### config.mk
export PLATFORM = sky130hd
export DESIGN_NAME = mmio_ctrl_flat
export DESIGN_NICKNAME = d
export VERILOG_FILES = /design/src/rtl/mmio_pkg.sv /design/src/rtl/mmio_if.sv /design/src/rtl/sw_debounce.sv /design/src/rtl/mmio_ctrl.sv /design/src/flat_wrapper.sv
export SDC_FILE = /design/constraint.sdc
export NUM_CORES = 1
export LEC_CHECK = 0
export ABC_AREA = 1
export BUFFER_PORTS_ARGS = -buffer_cell sky130_fd_sc_hd__buf_2
export CELL_PAD_IN_SITES_DETAIL_PLACEMENT = 1
export CELL_PAD_IN_SITES_GLOBAL_PLACEMENT = 1
export CORE_MARGIN = 8
export CORE_UTILIZATION = 41
export CTS_CLUSTER_DIAMETER = 100
export DETAILED_ROUTE_END_ITERATION = 7
export GPL_TIMING_DRIVEN = 0
export PLACE_DENSITY = 0.82
export SLEW_MARGIN = 5
export SYNTH_ARGS = -nofsm -noshare
export SYNTH_HDL_FRONTEND = slang
export SYNTH_SLANG_ARGS = --single-unit
### constraint.sdc
create_clock -name clk -period 4.7 [get_ports clk]
set_input_delay 1.175 -clock clk [delete_from_list [all_inputs] [get_ports clk]]
set_output_delay 1.175 -clock clk [all_outputs]
set_load 0.01 [all_outputs]
### src/rtl/mmio_pkg.sv
`default_nettype none
// ============================================================================
// Module      : mmio_pkg
// Description : Register offsets and debouncer state encoding for mmio_ctrl.
// Revision    : 1.0 - initial release
// ============================================================================
package mmio_pkg;

    localparam logic [7:0] OFF_LEDS   = 8'h00;
    localparam logic [7:0] OFF_SW     = 8'h04;
    localparam logic [7:0] OFF_TCOUNT = 8'h08;
    localparam logic [7:0] OFF_TCMP   = 8'h0C;
    localparam logic [7:0] OFF_STATUS = 8'h10;

    typedef enum logic [0:0] {
        DB_STABLE  = 1'b0,
        DB_PENDING = 1'b1
    } db_state_e;

endpackage
`default_nettype wire

### src/rtl/mmio_if.sv
`default_nettype none
// ============================================================================
// Module      : mmio_if
// Description : Processor data-port bus between the core and mmio_ctrl.
// Revision    : 1.0 - initial release
// ============================================================================
interface mmio_if;
    logic [31:0] DataAdr;
    logic [31:0] WriteData;
    logic        MemWrite;
    logic [31:0] ReadData;
    logic        IoSel;

    modport master (
        output DataAdr, WriteData, MemWrite,
        input  ReadData, IoSel
    );

    modport slave (
        input  DataAdr, WriteData, MemWrite,
        output ReadData, IoSel
    );
endinterface
`default_nettype wire

### src/rtl/sw_debounce.sv
`default_nettype none
// ============================================================================
// Module      : sw_debounce
// Description : Two-flop synchronizer plus whole-vector debounce counter.
// Revision    : 1.0 - initial release
// ============================================================================
module sw_debounce
    import mmio_pkg::*;
#(
    parameter int SW_W            = 10,
    parameter int DEBOUNCE_CYCLES = 16
) (
    input  wire logic            clk,
    input  wire logic            reset,
    input  wire logic [SW_W-1:0] sw_raw,
    output logic      [SW_W-1:0] sw_stable
);

    localparam int CNT_W = $clog2(DEBOUNCE_CYCLES);
    localparam logic [CNT_W-1:0] c_last_cnt = CNT_W'(DEBOUNCE_CYCLES - 1);

    logic [SW_W-1:0]  sync1_q, sync1_d;
    logic [SW_W-1:0]  sync2_q, sync2_d;
    logic [SW_W-1:0]  prev_q, prev_d;
    logic [SW_W-1:0]  stable_q, stable_d;
    logic [CNT_W-1:0] cnt_q, cnt_d;
    db_state_e        state_q, state_d;
    logic [CNT_W-1:0] w_cnt_inc;

    always_ff @(posedge clk or posedge reset) begin
        if (reset) begin
            sync1_q  <= '0;
            sync2_q  <= '0;
            prev_q   <= '0;
            stable_q <= '0;
            cnt_q    <= '0;
            state_q  <= DB_STABLE;
        end else begin
            sync1_q  <= sync1_d;
            sync2_q  <= sync2_d;
            prev_q   <= prev_d;
            stable_q <= stable_d;
            cnt_q    <= cnt_d;
            state_q  <= state_d;
        end
    end

    assign w_cnt_inc = cnt_q + CNT_W'(1);

    always_comb begin
        sync1_d  = sw_raw;
        sync2_d  = sync1_q;
        prev_d   = sync2_q;
        stable_d = stable_q;
        cnt_d    = cnt_q;
        state_d  = state_q;
        if (sync2_q == stable_q) begin
            cnt_d   = '0;
            state_d = DB_STABLE;
        end else if (sync2_q != prev_q) begin
            // Input still moving: restart the stability window.
            cnt_d   = '0;
            state_d = DB_PENDING;
        end else if (w_cnt_inc == c_last_cnt) begin
            stable_d = sync2_q;
            cnt_d    = '0;
            state_d  = DB_STABLE;
        end else begin
            cnt_d   = w_cnt_inc;
            state_d = DB_PENDING;
        end
    end

    assign sw_stable = stable_q;

endmodule
`default_nettype wire

### src/rtl/mmio_ctrl.sv
`default_nettype none
// ============================================================================
// Module      : mmio_ctrl
// Description : I/O window decode, LED register, switch input, interval timer.
// Revision    : 1.0 - initial release
// ============================================================================
module mmio_ctrl
    import mmio_pkg::*;
#(
    parameter int          SW_W            = 10,
    parameter int          LED_W           = 10,
    parameter int          DEBOUNCE_CYCLES = 16,
    parameter logic [31:0] IO_BASE         = 32'hFFFF_FF00
) (
    input  wire logic             clk,
    input  wire logic             reset,
    mmio_if.slave                 bus,
    input  wire logic [SW_W-1:0]  switches,
    output logic      [LED_W-1:0] leds,
    output logic                  irq
);

    logic [LED_W-1:0] leds_q, leds_d;
    logic [31:0]      count_q, count_d;
    logic [31:0]      tcmp_q, tcmp_d;
    logic             flag_q, flag_d;

    logic             w_io_sel;
    logic             w_we;
    logic             w_match;
    logic [7:0]       w_off;
    logic [SW_W-1:0]  w_sw;
    logic [31:0]      w_rdata;

    sw_debounce #(
        .SW_W            (SW_W),
        .DEBOUNCE_CYCLES (DEBOUNCE_CYCLES)
    ) u_sw_debounce (
        .clk       (clk),
        .reset     (reset),
        .sw_raw    (switches),
        .sw_stable (w_sw)
    );

    assign w_io_sel = (bus.DataAdr[31:8] == IO_BASE[31:8]);
    assign w_off    = bus.DataAdr[7:0] & 8'hFC;
    assign w_we     = bus.MemWrite & w_io_sel;
    assign w_match  = (tcmp_q != 32'd0) && (count_q == tcmp_q);

    always_comb begin
        w_rdata = '0;
        if (w_io_sel) begin
            case (w_off)
                OFF_LEDS:   w_rdata = 32'(leds_q);
                OFF_SW:     w_rdata = 32'(w_sw);
                OFF_TCOUNT: w_rdata = count_q;
                OFF_TCMP:   w_rdata = tcmp_q;
                OFF_STATUS: w_rdata = {31'd0, flag_q};
                default:    w_rdata = '0;
            endcase
        end
    end

    always_comb begin
        leds_d  = leds_q;
        tcmp_d  = tcmp_q;
        flag_d  = flag_q;
        count_d = count_q + 32'd1;
        if (w_match) begin
            count_d = '0;
            flag_d  = 1'b1;
        end
        if (w_we) begin
            case (w_off)
                OFF_LEDS:   leds_d  = bus.WriteData[LED_W-1:0];
                OFF_TCOUNT: count_d = '0;
                OFF_TCMP:   tcmp_d  = bus.WriteData;
                // A match in the same cycle keeps the flag set.
                OFF_STATUS: if (bus.WriteData[0] && !w_match) flag_d = 1'b0;
                default:    ;
            endcase
        end
    end

    always_ff @(posedge clk or posedge reset) begin
        if (reset) begin
            leds_q  <= '0;
            count_q <= '0;
            tcmp_q  <= '0;
            flag_q  <= 1'b0;
        end else begin
            leds_q  <= leds_d;
            count_q <= count_d;
            tcmp_q  <= tcmp_d;
            flag_q  <= flag_d;
        end
    end

    assign bus.ReadData = w_rdata;
    assign bus.IoSel    = w_io_sel;
    assign leds         = leds_q;
    assign irq          = flag_q;

endmodule
`default_nettype wire

### src/flat_wrapper.sv
// flat-port wrapper written by rule: the top's interface ports become plain ports
module mmio_ctrl_flat import mmio_pkg::*;
#(
    parameter int          SW_W            = 10,
    parameter int          LED_W           = 10,
    parameter int          DEBOUNCE_CYCLES = 16,
    parameter logic [31:0] IO_BASE         = 32'hFFFF_FF00
)
  (clk, reset, switches, leds, irq, bus_DataAdr, bus_WriteData, bus_MemWrite, bus_ReadData, bus_IoSel);
  mmio_if bus_i ();
  input  wire logic clk;
  input  wire logic reset;
  input  wire logic [SW_W-1:0] switches;
  output logic      [LED_W-1:0] leds;
  output logic irq;
  input wire logic [$bits(bus_i.DataAdr)-1:0] bus_DataAdr;
  input wire logic [$bits(bus_i.WriteData)-1:0] bus_WriteData;
  input wire logic [$bits(bus_i.MemWrite)-1:0] bus_MemWrite;
  output wire logic [$bits(bus_i.ReadData)-1:0] bus_ReadData;
  output wire logic [$bits(bus_i.IoSel)-1:0] bus_IoSel;
  assign bus_i.DataAdr = bus_DataAdr;
  assign bus_i.WriteData = bus_WriteData;
  assign bus_i.MemWrite = bus_MemWrite;
  assign bus_ReadData = bus_i.ReadData;
  assign bus_IoSel = bus_i.IoSel;
  mmio_ctrl #(.SW_W(SW_W), .LED_W(LED_W), .DEBOUNCE_CYCLES(DEBOUNCE_CYCLES), .IO_BASE(IO_BASE)) u_core (.clk(clk), .reset(reset), .bus(bus_i), .switches(switches), .leds(leds), .irq(irq));
endmodule
=== Yosys cells after proc, flatten, opt, wreduce, memory -nomap -nowiden ===
Cells that the tools add are included.

* Bitwise operators: 3
* Add/sub/neg operators: 2
* Reductions and logical operators: 8
* Muxes and demuxes: 12
* Eq/ne operators: 9

{| class="wikitable"
|+ Operator list
! cell !! count
|-
| $pmux 32 s5 || 1
|-
| $mux 32 || 4
|-
| $add 32x1->32 const B || 1
|-
| $eq 32x32->1 || 1
|-
| $reduce_bool 32->1 || 1
|-
| $eq 24x24->1 const B || 1
|-
| $eq 6x2->1 const B || 2
|-
| $mux 4 || 3
|-
| $eq 10x10->1 || 1
|-
| $ne 10x10->1 || 1
|-
| $logic_not 8->1 || 1
|-
| $eq 6x1->1 const B || 1
|-
| $eq 6x3->1 const B || 1
|-
| $add 4x1->4 const B || 1
|-
| $eq 4x4->1 const B || 1
|-
| $mux 1 || 4
|-
| $reduce_and 2->1 || 2
|-
| $reduce_and 3->1 || 1
|-
| $logic_and 1x1->1 || 2
|-
| $not 1->1 || 2
|-
| $and 1x1->1 || 1
|-
| $logic_not 1->1 || 1
|}

* Output and inout bits: 44
* Bits of input ports: 77
* Word-level logic and storage cells: 43
* Register bits after elaboration: 119

=== Longest topological paths before layout ===
Gate-level depths: netlist of the first run.

* Depth after elaboration: 7
* Mapped depth: 11
* Gate-level depth less buffers: 10

=== Hierarchy ===
A second synthesis of the first run with hierarchy kept.

* Cell total of the unflattened synthesis: 865
* Area, all modules: 6,718.9 um^2

{| class="wikitable"
|+ By module, submodules not included
! module !! area an instance (um^2) !! cells each !! seq. area each (um^2) !! times used
|-
| mmio_ctrl || 4,991.0 || 704 || 1,876.8 || 1
|-
| sw_debounce || 1,727.9 || 161 || 1,101.1 || 1
|}

=== Worst setup path before layout of the first run ===
OpenSTA, ideal clock, no wires.

* Path type: input port to output port
* Start: input bus_DataAdr[7]
* End: output bus_ReadData[21]
* Path slack: 1.281 ns
* Data required time: 3.525 ns
* Stages on the path: 6
* Buffers on the path: 1
* Arrival time: 2.244 ns
* Cell sequence: nor2_2 -> nand3_2 -> nor3_2 -> clkbuf_1 -> a22oi_1 -> nor2_1

* Longest elaborated chain between the ends: 3
* Elaborated cells on any way between the ends: 7
* Those cells by class: 4 x eq/ne; 2 x mux; 1 x reduce/logical

{| class="wikitable"
|+ RTL lines
! item !! RTL line !! RTL
|-
| start, declared || flat_wrapper.sv:16 || <nowiki>input wire logic [$bits(bus_i.DataAdr)-1:0] bus_DataAdr;</nowiki>
|-
| $eq 6x3->1, or another cell as far along || mmio_ctrl.sv:53 || <nowiki>case (w_off)</nowiki>
|-
| $pmux 32 s5 * || mmio_ctrl.sv:53 ||
|-
| $mux 32 * || mmio_ctrl.sv:52 || <nowiki>if (w_io_sel) begin</nowiki>
|-
| end, declared || flat_wrapper.sv:19 || <nowiki>output wire logic [$bits(bus_i.ReadData)-1:0] bus_ReadData;</nowiki>
|}

Every way passes the cells marked *; elsewhere a longest branch is shown, timed or not.

=== Worst setup path in the final report of the first run ===
* Start: input bus_DataAdr[7]
* End: output bus_ReadData[2]

The elaborated chain is that of the path after synthesis.

==> impl_metrics.env, run 1 <==
export IMPL_hold_buffers=0
export IMPL_crit_top_cell="buf_2"
export IMPL_grt_pass1_wl_um=34600
export IMPL_place_congestion=0.845
export IMPL_cts_resized=0
export IMPL_fmax_mhz=245
export IMPL_syn_nets=933
export IMPL_syn_area_um2=6510
export IMPL_synth_edf_count=0
export IMPL_synth_area_leaders="dfrtp_1, nand2_1, nor2_1, xor2_1, inv_1"
export IMPL_die_width_um=142
export IMPL_grt_max_degree=86
export IMPL_final_area_um2=8000
export IMPL_synth_compound_area_share_pct=6.65
export IMPL_muxShareOfSynthArea_pct=0
export IMPL_numCtsBuffers=17
export IMPL_insertion_delay_ns=0.43
export IMPL_clk_pin_slew_ns=0.07
export IMPL_fin_skew_ns=0.00981
export IMPL_cpPeakStageDelay_ns=0.49
export IMPL_critPathLaunchType="primary input"
export IMPL_crit_reg2reg_capture="u_core.count_q[22]"
export IMPL_crit_chain="buf_2 -> nor2_2 -> nand3_2 -> nor3_2 -> buf_2 -> a22oi_1 -> a31oi_1 -> buf_2"
export IMPL_die_height_um=142
export IMPL_synth_top_family_by_area="simple AND/OR/NAND/NOR gates"
export IMPL_viasPerCell=5.09
export IMPL_area_growth_pct=23.0
export IMPL_ys_async_sr_fraction_pct=100
export IMPL_cp_depth=8
export IMPL_switching_power_mw=0.635
export IMPL_power_per_cell_area_nw_per_um2=308
export IMPL_yosys_area_share_simple_pct=31.8
export IMPL_slew_headroom_pct=55.2
export IMPL_start_util_pct=41.4
export IMPL_slew_viol_final=0
export IMPL_setup_viol=0
export IMPL_crit_buf_inv=3
export IMPL_wl_met3_um=1180
export IMPL_hold_violations=0
export IMPL_cp_end_kind="output pin"
export IMPL_num_antenna_cells=0
export IMPL_ys_types=32
export IMPL_syn_area_per_cell_um2=7.63
export IMPL_startpoint="bus_DataAdr[7]"
export IMPL_port_buffers=118
export IMPL_final_nets=1071
export IMPL_dr_wl_met2_um=10500
export IMPL_crit_type="primary input to output pin"
export IMPL_final_core_util_pct=50.9
export IMPL_pin_count=121
export IMPL_power_leakage_nw=3.92
export IMPL_peakVddDrop_mv=0.257
export IMPL_drc=0
export IMPL_cts_sinks=119
export IMPL_synth_common_cells="nand2_1, nor2_1, dfrtp_1, inv_1, xor2_1"
export IMPL_synthFlopType="dfrtp_1"
export IMPL_worstPathRequired_ns=3.52
export IMPL_crit_arrival_ns=2.91
export IMPL_post_cts_repair_setup_buffers=0
export IMPL_overflow=0
export IMPL_timing_critical_path_to="bus_ReadData[2]"
export IMPL_fin_tns_setup_ns=0
export IMPL_worst_pin_slew_ns=0.669
export IMPL_r2r_slack_ns=2.79
export IMPL_pwr_share_clk_pct=53.9
export IMPL_fin_cells=1220
export IMPL_internal_power_mw=1.83
export IMPL_ys_seq_area_share_pct=45.8
export IMPL_dr_max_layer_used="met4"
export IMPL_cts_max_path_buffers=2
export IMPL_design_core_area_um2=15700
export IMPL_hold_start="u_core.u_sw_debounce.sync1_q[2]"
export IMPL_grt_pass1_vias=6680
export IMPL_hp_class="register to register"
export IMPL_rsz0062_at_grt="false"
export IMPL_worstPathMaxFanout=10
export IMPL_drt_iter0_markers=346
export IMPL_die_area_um2=20200
export IMPL_synth_top_cell_by_area="dfrtp_1"
export IMPL_maxCapViolCount=0
export IMPL_dp_cells=1188
export IMPL_fin_crit_sh_pct=86.8
export IMPL_synthAdderAreaFrac_pct=0.577
export IMPL_drive_above_1_share_pct=19.6
export IMPL_power_frac_seq_pct=42.5
export IMPL_dr_pass1_iters=4
export IMPL_crit_slowest_cell="nor3_2"
export IMPL_synth_xor_area_share_pct=7.67
export IMPL_synth_top_area_share_pct=45.8
export IMPL_cp_top_family="simple AND/OR/NAND/NOR gates"
export IMPL_yosysMostFrequentCell="nand2_1"
export IMPL_switching_share_pct=25.7
export IMPL_place_hpwl_um=15300
export IMPL_synth_warnings=0
export IMPL_rows=46
export IMPL_ant_nets=0
export IMPL_ys_ff_latch=119
export IMPL_post_route_min_period_ns=4.08
export IMPL_status="finished clean"
export IMPL_p_comb_share_pct=3.6
export IMPL_antenna_found_initial=0
export IMPL_grt_use_total_pct=21.9
export IMPL_routedWlPerCell_um=17.1
export IMPL_cts_tree="done"
export IMPL_vias=6207
export IMPL_drt_total_wl_um=20900
export IMPL_cts_root_buf="clkbuf_16"
export IMPL_htreeDepth=4
export IMPL_reg2reg_depth=8
export IMPL_netlist_instances=853
export IMPL_reg2reg_from="u_core.count_q[0]"
export IMPL_whs_ns=0.349
export IMPL_place_area_um2=7400
export IMPL_met1Wirelength_um=8910
final cells by class:
type / count / area (um2)
well taps: 216 / 270
multi-input cells: 620 / 3040
plain buffers: 36 / 198
flip-flops and latches: 119 / 2980
clock buffers: 17 / 425
clock inverters: 15 / 175
repair buffers: 119 / 618
inverters: 78 / 298
fillers: 2001 / 7710
cells by family (layout without fill, tap and decap cells):
group | after synthesis | in the layout
and+or+nand+nor | 494 | 494
DFF | 119 | 119
buffers and inverters | 114 | 265
AOI/OAI and AO/OA | 66 | 66
xor gates and xnor gates | 57 | 57
adders and majority gates | 3 | 3
sequential cells by signal, indices dropped and copies added (netlist names):
| name | count |
|---|---|
| u_core.leds | 10 |
| u_core.tcmp_q | 32 |
| u_core.count_q | 32 |
| u_core.u_sw_debounce.sw_stable | 10 |
| u_core.u_sw_debounce.prev_d | 10 |
| u_core.u_sw_debounce.prev_q | 10 |
| u_core.u_sw_debounce.cnt_q | 4 |
| u_core.irq | 1 |
| u_core.u_sw_debounce.sync1_q | 10 |
through the flow:
stage                     power, mW  worst slack (ns)
after global routing           2.54             0.427
after global placement         1.15             -1.08
final                          2.47             0.619
after floorplan                1.10             0.368
after CTS                      2.49             0.610
after detailed placement       1.16             0.618
layer usage:
layer	vias to the layer above	GRT usage, %
li1	2975	-
met1	3071	26.2
met2	137	37.3
met3	24	6.04
met4	0	7.52
met5	-	0
worst min path at each step:
stage / end / slack [ns] / depth (start not counted)
after floorplan: u_core.u_sw_debounce.prev_d[0] / 0.33 / 0
after global placement: u_core.u_sw_debounce.prev_d[2] / 0.33 / 0
after detailed placement: u_core.u_sw_debounce.prev_d[0] / 0.34 / 0
after CTS: u_core.u_sw_debounce.prev_d[0] / 0.35 / 0
after global routing: u_core.u_sw_debounce.prev_d[2] / 0.36 / 0
final: u_core.u_sw_debounce.prev_d[2] / 0.35 / 0
placed cells by master (no fill, tap or decap), drive strengths merged:
cell | netlist | final
o21bai | 1 | 1
nand3 | 43 | 43
o21ai | 24 | 24
nor3b | 2 | 2
xor2 | 42 | 42
and3 | 1 | 1
a21oi | 1 | 1
nor3 | 13 | 13
nand3b | 1 | 1
or2 | 2 | 2
bufinv | 0 | 1
nand2 | 257 | 257
a22oi | 31 | 31
nor2 | 148 | 148
buf | 25 | 144
clkinvlp | 0 | 2
xnor2 | 15 | 15
nand4 | 27 | 27
a31oi | 9 | 9
clkbuf | 11 | 28
dfrtp | 119 | 119
ha | 3 | 3
inv | 78 | 88
clkinv | 0 | 2
power groups by stage:
stage / Sequential [mW] / Combinational, mW / Clock (mW)
3_3_place_gp: 1.07 / 0.0833 / 0
5_1_grt: 1.05 / 0.100 / 1.39
6_report: 1.05 / 0.0888 / 1.33
3_5_place_dp: 1.07 / 0.0901 / 0
2_1_floorplan: 1.06 / 0.0402 / 0
4_1_cts: 1.05 / 0.0911 / 1.35
Power figures use the tool's default switching activity.
==> run 2, diff against run 1 <==
--- a/config.mk
+++ b/config.mk
@@ -9,12 +9,13 @@
 export BUFFER_PORTS_ARGS = -buffer_cell sky130_fd_sc_hd__buf_2
 export CELL_PAD_IN_SITES_DETAIL_PLACEMENT = 1
 export CELL_PAD_IN_SITES_GLOBAL_PLACEMENT = 1
-export CORE_MARGIN = 8
+export CORE_MARGIN = 1.5
 export CORE_UTILIZATION = 41
 export CTS_CLUSTER_DIAMETER = 100
 export DETAILED_ROUTE_END_ITERATION = 7
 export GPL_TIMING_DRIVEN = 0
 export PLACE_DENSITY = 0.82
+export RECOVER_POWER = 25
 export SLEW_MARGIN = 5
 export SYNTH_ARGS = -nofsm -noshare
 export SYNTH_HDL_FRONTEND = slang
==> run 2 against run 1 <==
The flow now finishes with violations (capacitance limit, slew limit). Sequential share of layout area is essentially flat. Routed wire length down 2.6%. Clock-buffer cell count is the same. Flip-flop and latch count unchanged. Via count down 0.50%. Clock skew about the same. Non-clock buffer count unchanged. Worst setup slack got worse by 0.062 ns. Critical path depth is the same. Sequential power is essentially flat.
==> impl_metrics.env, run 2 (synthesis results as in run 1) <==
export IMPL_pin_count=121
export IMPL_vias=6176
export IMPL_whs_ns=0.347
export IMPL_power_per_cell_area_nw_per_um2=309
export IMPL_power_leakage_nw=3.92
export IMPL_final_core_util_pct=52.0
export IMPL_place_hpwl_um=15100
export IMPL_place_congestion=0.855
export IMPL_fmax_mhz=241
export IMPL_area_growth_pct=22.9
export IMPL_start_util_pct=42.3
export IMPL_crit_slowest_cell="nor3_2"
export IMPL_largestRegisters="u_core.count_q (32), u_core.tcmp_q (32)"
export IMPL_pwr_share_clk_pct=54.0
export IMPL_cp_depth=8
export IMPL_status="complete, but fails checks"
export IMPL_fillers=1967
export IMPL_viasPerCell=5.08
export IMPL_grt_use_total_pct=26.4
export IMPL_num_antenna_cells=0
export IMPL_post_route_min_period_ns=4.14
export IMPL_dr_pass1_iters=4
export IMPL_cpPeakStageDelay_ns=0.49
export IMPL_maxCapViolCount=1
export IMPL_crit_top_cell="buf_2"
export IMPL_drc=0
export IMPL_die_area_um2=16600
export IMPL_peakVddDrop_mv=0.260
export IMPL_die_height_um=129
export IMPL_worst_pin_slew_ns=2.38
export IMPL_grt_pass1_vias=6566
export IMPL_port_buffers=118
export IMPL_mostFrequentLayoutCell="nand2_1"
export IMPL_final_nets=1071
export IMPL_critPathLaunchType="primary input"
export IMPL_fin_skew_ns=0.00934
export IMPL_hold_buffers=0
export IMPL_hp_class="register to register"
export IMPL_overflow=0
export IMPL_drt_total_wl_um=20300
export IMPL_post_cts_repair_setup_buffers=0
export IMPL_numCtsBuffers=17
export IMPL_reg2reg_depth=6
export IMPL_power_frac_seq_pct=42.4
export IMPL_rows=45
export IMPL_drt_iter0_markers=260
export IMPL_crit_buf_inv=3
export IMPL_htreeDepth=4
export IMPL_switching_share_pct=25.8
export IMPL_ant_nets=0
export IMPL_slew_viol_final=53
export IMPL_worstPathRequired_ns=3.52
export IMPL_cp_end_kind="output pin"
export IMPL_die_width_um=129
export IMPL_cts_tree="done"
export IMPL_fin_cells=1215
export IMPL_cts_sinks=119
export IMPL_fin_crit_sh_pct=88.2
export IMPL_hold_violations=0
export IMPL_worstHoldPathCells=0
export IMPL_seqCellArea_um2=2980
export IMPL_slew_headroom_pct=-59.7
export IMPL_rsz0062_at_grt="false"
export IMPL_antenna_found_initial=0
export IMPL_final_cell_mix="nand2_1, nor2_1, buf_2"
export IMPL_setup_viol=0
export IMPL_cts_resized=0
export IMPL_crit_arrival_ns=2.97
export IMPL_cts_max_path_buffers=2
export IMPL_crit_chain="buf_2 -> nor2_2 -> nand3_2 -> nor3_2 -> clkbuf_1 -> a22oi_1 -> nor2_1 -> buf_2"
export IMPL_final_area_um2=8000
export IMPL_design_core_area_um2=15400
export IMPL_clk_pin_slew_ns=0.06
export IMPL_switching_power_mw=0.638
export IMPL_p_comb_share_pct=3.6
export IMPL_grt_max_degree=68
export IMPL_cts_root_buf="clkbuf_16"
export IMPL_multiInputGateArea_um2=3040
export IMPL_worstPathMaxFanout=10
export IMPL_dp_cells=1183
export IMPL_crit_type="primary input to output pin"
export IMPL_violations="capacitance limit, slew limit"
export IMPL_internal_power_mw=1.84
export IMPL_routedWlPerCell_um=16.7
export IMPL_cp_top_family="simple AND/OR/NAND/NOR gates"
export IMPL_grt_pass1_wl_um=33400
export IMPL_drive_above_1_share_pct=19.6
export IMPL_insertion_delay_ns=0.43
export IMPL_place_area_um2=7390
-- run 2: routing by layer --
| layer | vias to the layer above | track usage, % | part of all wire [%] |
|---|---|---|---|
| met2 | 147 | 45.4 | 49 |
| met3 | 27 | 6.86 | 5.5 |
| li1 | 2989 | - | - |
| met1 | 3013 | 32.8 | 44 |
| met4 | 0 | 7.80 | 1.5 |
| met5 | - | 0 | 0 |
-- run 2: layout make-up --
type                       count  share of cell area [%]
tap                          211                    3.30
buffer                        36                    2.47
clock buffer                  17                    5.32
timing repair buffer         119                    7.73
inverter                      78                    3.68
clock inverter                15                    2.27
multi-input combinational    620                    38.0
sequential                   119                    37.2
-- run 2: per-stage QoR --
| step | setup WS, ns | TNS (ns) | power [mW] |
|---|---|---|---|
| 2_1_floorplan | 0.368 | 0 | 1.10 |
| 3_3_place_gp | -1.03 | -121.29 | 1.15 |
| 3_5_place_dp | 0.554 | 0 | 1.16 |
| 4_1_cts | 0.527 | 0 | 2.50 |
| 5_1_grt | 0.378 | 0 | 2.55 |
| 6_report | 0.556 | 0 | 2.47 |
-- run 2: power by group through the flow --
stage               logic (mW)  registers (mW)  clock network, mW
floorplan               0.0402            1.06                  0
global placement        0.0837            1.07                  0
detailed placement      0.0910            1.07                  0
CTS                     0.0917            1.05               1.36
global route             0.101            1.05               1.40
finish                  0.0889            1.05               1.34
-- run 2: path summary, 6_finish.rpt --
kind / startpoint / endpoint / slack, ns
worst min register to register: u_core.u_sw_debounce.sync1_q[0] / u_core.u_sw_debounce.prev_d[0] / 0.35
min in group asynchronous: reset / u_core.u_sw_debounce.sync1_q[0] / 1.39
worst max-delay path: bus_DataAdr[7] / bus_ReadData[30] / 0.56
worst min-delay path: u_core.u_sw_debounce.sync1_q[0] / u_core.u_sw_debounce.prev_d[0] / 0.35
max in group asynchronous: reset / u_core.leds[7] / 2.20
worst max register to register: u_core.count_q[16] / u_core.count_q[18] / 2.74
==> run 3, diff against run 2 <==
--- a/config.mk
+++ b/config.mk
@@ -10,11 +10,11 @@
 export CELL_PAD_IN_SITES_DETAIL_PLACEMENT = 1
 export CELL_PAD_IN_SITES_GLOBAL_PLACEMENT = 1
 export CORE_MARGIN = 1.5
-export CORE_UTILIZATION = 41
+export CORE_UTILIZATION = 25
 export CTS_CLUSTER_DIAMETER = 100
 export DETAILED_ROUTE_END_ITERATION = 7
 export GPL_TIMING_DRIVEN = 0
-export PLACE_DENSITY = 0.82
+export PLACE_DENSITY = 0.55
 export RECOVER_POWER = 25
 export SLEW_MARGIN = 5
 export SYNTH_ARGS = -nofsm -noshare
==> run 3 against run 2 <==
The flow still finishes with violations (capacitance limit, slew limit). Sequential power is essentially flat. Hold slack better by 0.0023 ns. Non-clock buffer count unchanged. Cell area rose by 1.8%. Sequential share of layout area decreased by 0.67 points. Core utilization down 20 points. Worst setup slack got worse by 0.16 ns. Clock power about the same. Die area grew 62%. Largest cell class unchanged.
==> impl_metrics.env, run 3 (synthesis results as in run 1) <==
export IMPL_worst_pin_slew_ns=2.04
export IMPL_htreeDepth=4
export IMPL_p_comb_share_pct=3.6
export IMPL_fmax_mhz=232
export IMPL_hold_violations=0
export IMPL_clk_pin_slew_ns=0.07
export IMPL_mostFrequentLayoutCell="nand2_1"
export IMPL_grt_pass1_wl_um=33900
export IMPL_routedWlPerCell_um=16.0
export IMPL_cp_end_kind="output pin"
export IMPL_crit_type="primary input to output pin"
export IMPL_maxCapViolCount=1
export IMPL_critPathLaunchType="primary input"
export IMPL_seqCellArea_um2=2980
export IMPL_power_leakage_nw=3.92
export IMPL_status="complete, but fails checks"
export IMPL_num_antenna_cells=0
export IMPL_power_frac_seq_pct=42.4
export IMPL_setup_viol=0
export IMPL_place_congestion=0.790
export IMPL_slew_headroom_pct=-37.0
export IMPL_drt_total_wl_um=21300
export IMPL_r2r_slack_ns=2.71
export IMPL_cts_max_path_buffers=2
export IMPL_die_height_um=164
export IMPL_crit_arrival_ns=3.13
export IMPL_drive_above_1_share_pct=19.6
export IMPL_die_width_um=164
export IMPL_die_area_um2=27000
export IMPL_vias=6003
export IMPL_p_total_mw=2.47
export IMPL_largestRegisters="u_core.count_q (32), u_core.tcmp_q (32)"
export IMPL_port_buffers=118
export IMPL_fin_crit_sh_pct=91.6
export IMPL_internal_power_mw=1.79
export IMPL_dr_pass1_iters=4
export IMPL_violations="capacitance limit, slew limit"
export IMPL_switching_share_pct=27.3
export IMPL_grt_max_degree=75
export IMPL_grt_pass1_vias=6248
export IMPL_worstPathRequired_ns=3.52
export IMPL_dp_cells=1302
export IMPL_slew_viol_final=46
export IMPL_drt_iter0_markers=236
export IMPL_cts_sinks=119
export IMPL_grt_use_total_pct=16.7
export IMPL_pwr_share_clk_pct=54.0
export IMPL_numCtsBuffers=17
export IMPL_fin_skew_ns=0.0180
export IMPL_rsz0062_at_grt="false"
export IMPL_reg2reg_depth=8
export IMPL_post_route_min_period_ns=4.31
export IMPL_cts_root_buf="clkbuf_16"
export IMPL_fillers=3155
export IMPL_area_growth_pct=25.1
export IMPL_ant_nets=0
export IMPL_hold_buffers=0
export IMPL_cts_resized=0
export IMPL_place_hpwl_um=16400
export IMPL_final_cell_mix="nand2_1, nor2_1, buf_2"
export IMPL_start_util_pct=25.6
export IMPL_post_cts_repair_setup_buffers=0
export IMPL_worstPathMaxFanout=10
export IMPL_final_nets=1071
export IMPL_fin_tns_setup_ns=0
export IMPL_fin_cells=1334
export IMPL_peakVddDrop_mv=0.141
export IMPL_switching_power_mw=0.674
export IMPL_multiInputGateArea_um2=3040
export IMPL_viasPerCell=4.50
export IMPL_rows=58
export IMPL_cts_tree="done"
export IMPL_pin_count=121
export IMPL_overflow=0
export IMPL_design_core_area_um2=25400
export IMPL_power_per_cell_area_nw_per_um2=303
export IMPL_worstHoldPathCells=0
export IMPL_antenna_found_initial=0
export IMPL_whs_ns=0.350
export IMPL_insertion_delay_ns=0.43
export IMPL_hp_class="register to register"
export IMPL_drc=0
[run 3: changes by cell type in the layout (fill, tap and decap cells not counted)]
cell and delta:
bufinv_16 -1, inv_8 +1, inv_6 -1, clkinv_8 +2
clkinvlp_4 -1
[run 3: worst paths after layout]
path | start | end
hold / removal | u_core.u_sw_debounce.sync1_q[8] | u_core.u_sw_debounce.prev_d[8]
hold reg to reg | u_core.u_sw_debounce.sync1_q[8] | u_core.u_sw_debounce.prev_d[8]
min in group asynchronous | reset | u_core.leds[0]
setup / recovery | bus_DataAdr[7] | bus_ReadData[2]
max in group asynchronous | reset | u_core.count_q[2]
setup reg to reg | u_core.count_q[0] | u_core.count_q[22]
[run 3: routing by layer]
| layer | global-route usage (%) | vias up | part of all wire [%] |
|---|---|---|---|
| li1 | - | 2983 | - |
| met1 | 21.0 | 2927 | 46 |
| met2 | 29.4 | 80 | 50 |
| met3 | 3.18 | 13 | 3.1 |
| met4 | 3.47 | 0 | 0.78 |
| met5 | 0 | - | 0 |
[run 3: area by class of cell]
class	count	area share, %
sequential	119	36.6
clock inverter	15	2.20
multi-input combinational	620	37.3
tap	330	5.07
buffer	36	2.43
clock buffer	17	5.22
inverter	78	3.61
timing repair buffer	119	7.59
[run 3: worst max-delay path, stage by stage]
cell and delay (ns):
buf_2 0.10, nor2_2 0.12, nand3_2 0.16, nor3_2 0.58, buf_2 0.39, a22oi_1 0.10, a31oi_1 0.30, buf_2 0.20
[run 3: through the flow]
| step | utilization (%) | cell area (um2) | setup WS (ns) |
|---|---|---|---|
| floorplan | - | 6510 | 0.368 |
| global placement | 29.6 | 7510 | -1.42 |
| detailed placement | 29.7 | 7540 | 0.372 |
| CTS | 32.1 | 8150 | 0.365 |
| global route | 32.1 | 8140 | 0.293 |
| finish | 32.1 | 8140 | 0.394 |
[run 3: power by group through the flow]
stage | registers [mW] | clock network [mW] | logic, mW
3_3_place_gp | 1.07 | 0 | 0.0882
3_5_place_dp | 1.07 | 0 | 0.0930
5_1_grt | 1.05 | 1.41 | 0.102
2_1_floorplan | 1.06 | 0 | 0.0402
4_1_cts | 1.05 | 1.37 | 0.0932
6_report | 1.05 | 1.33 | 0.0892
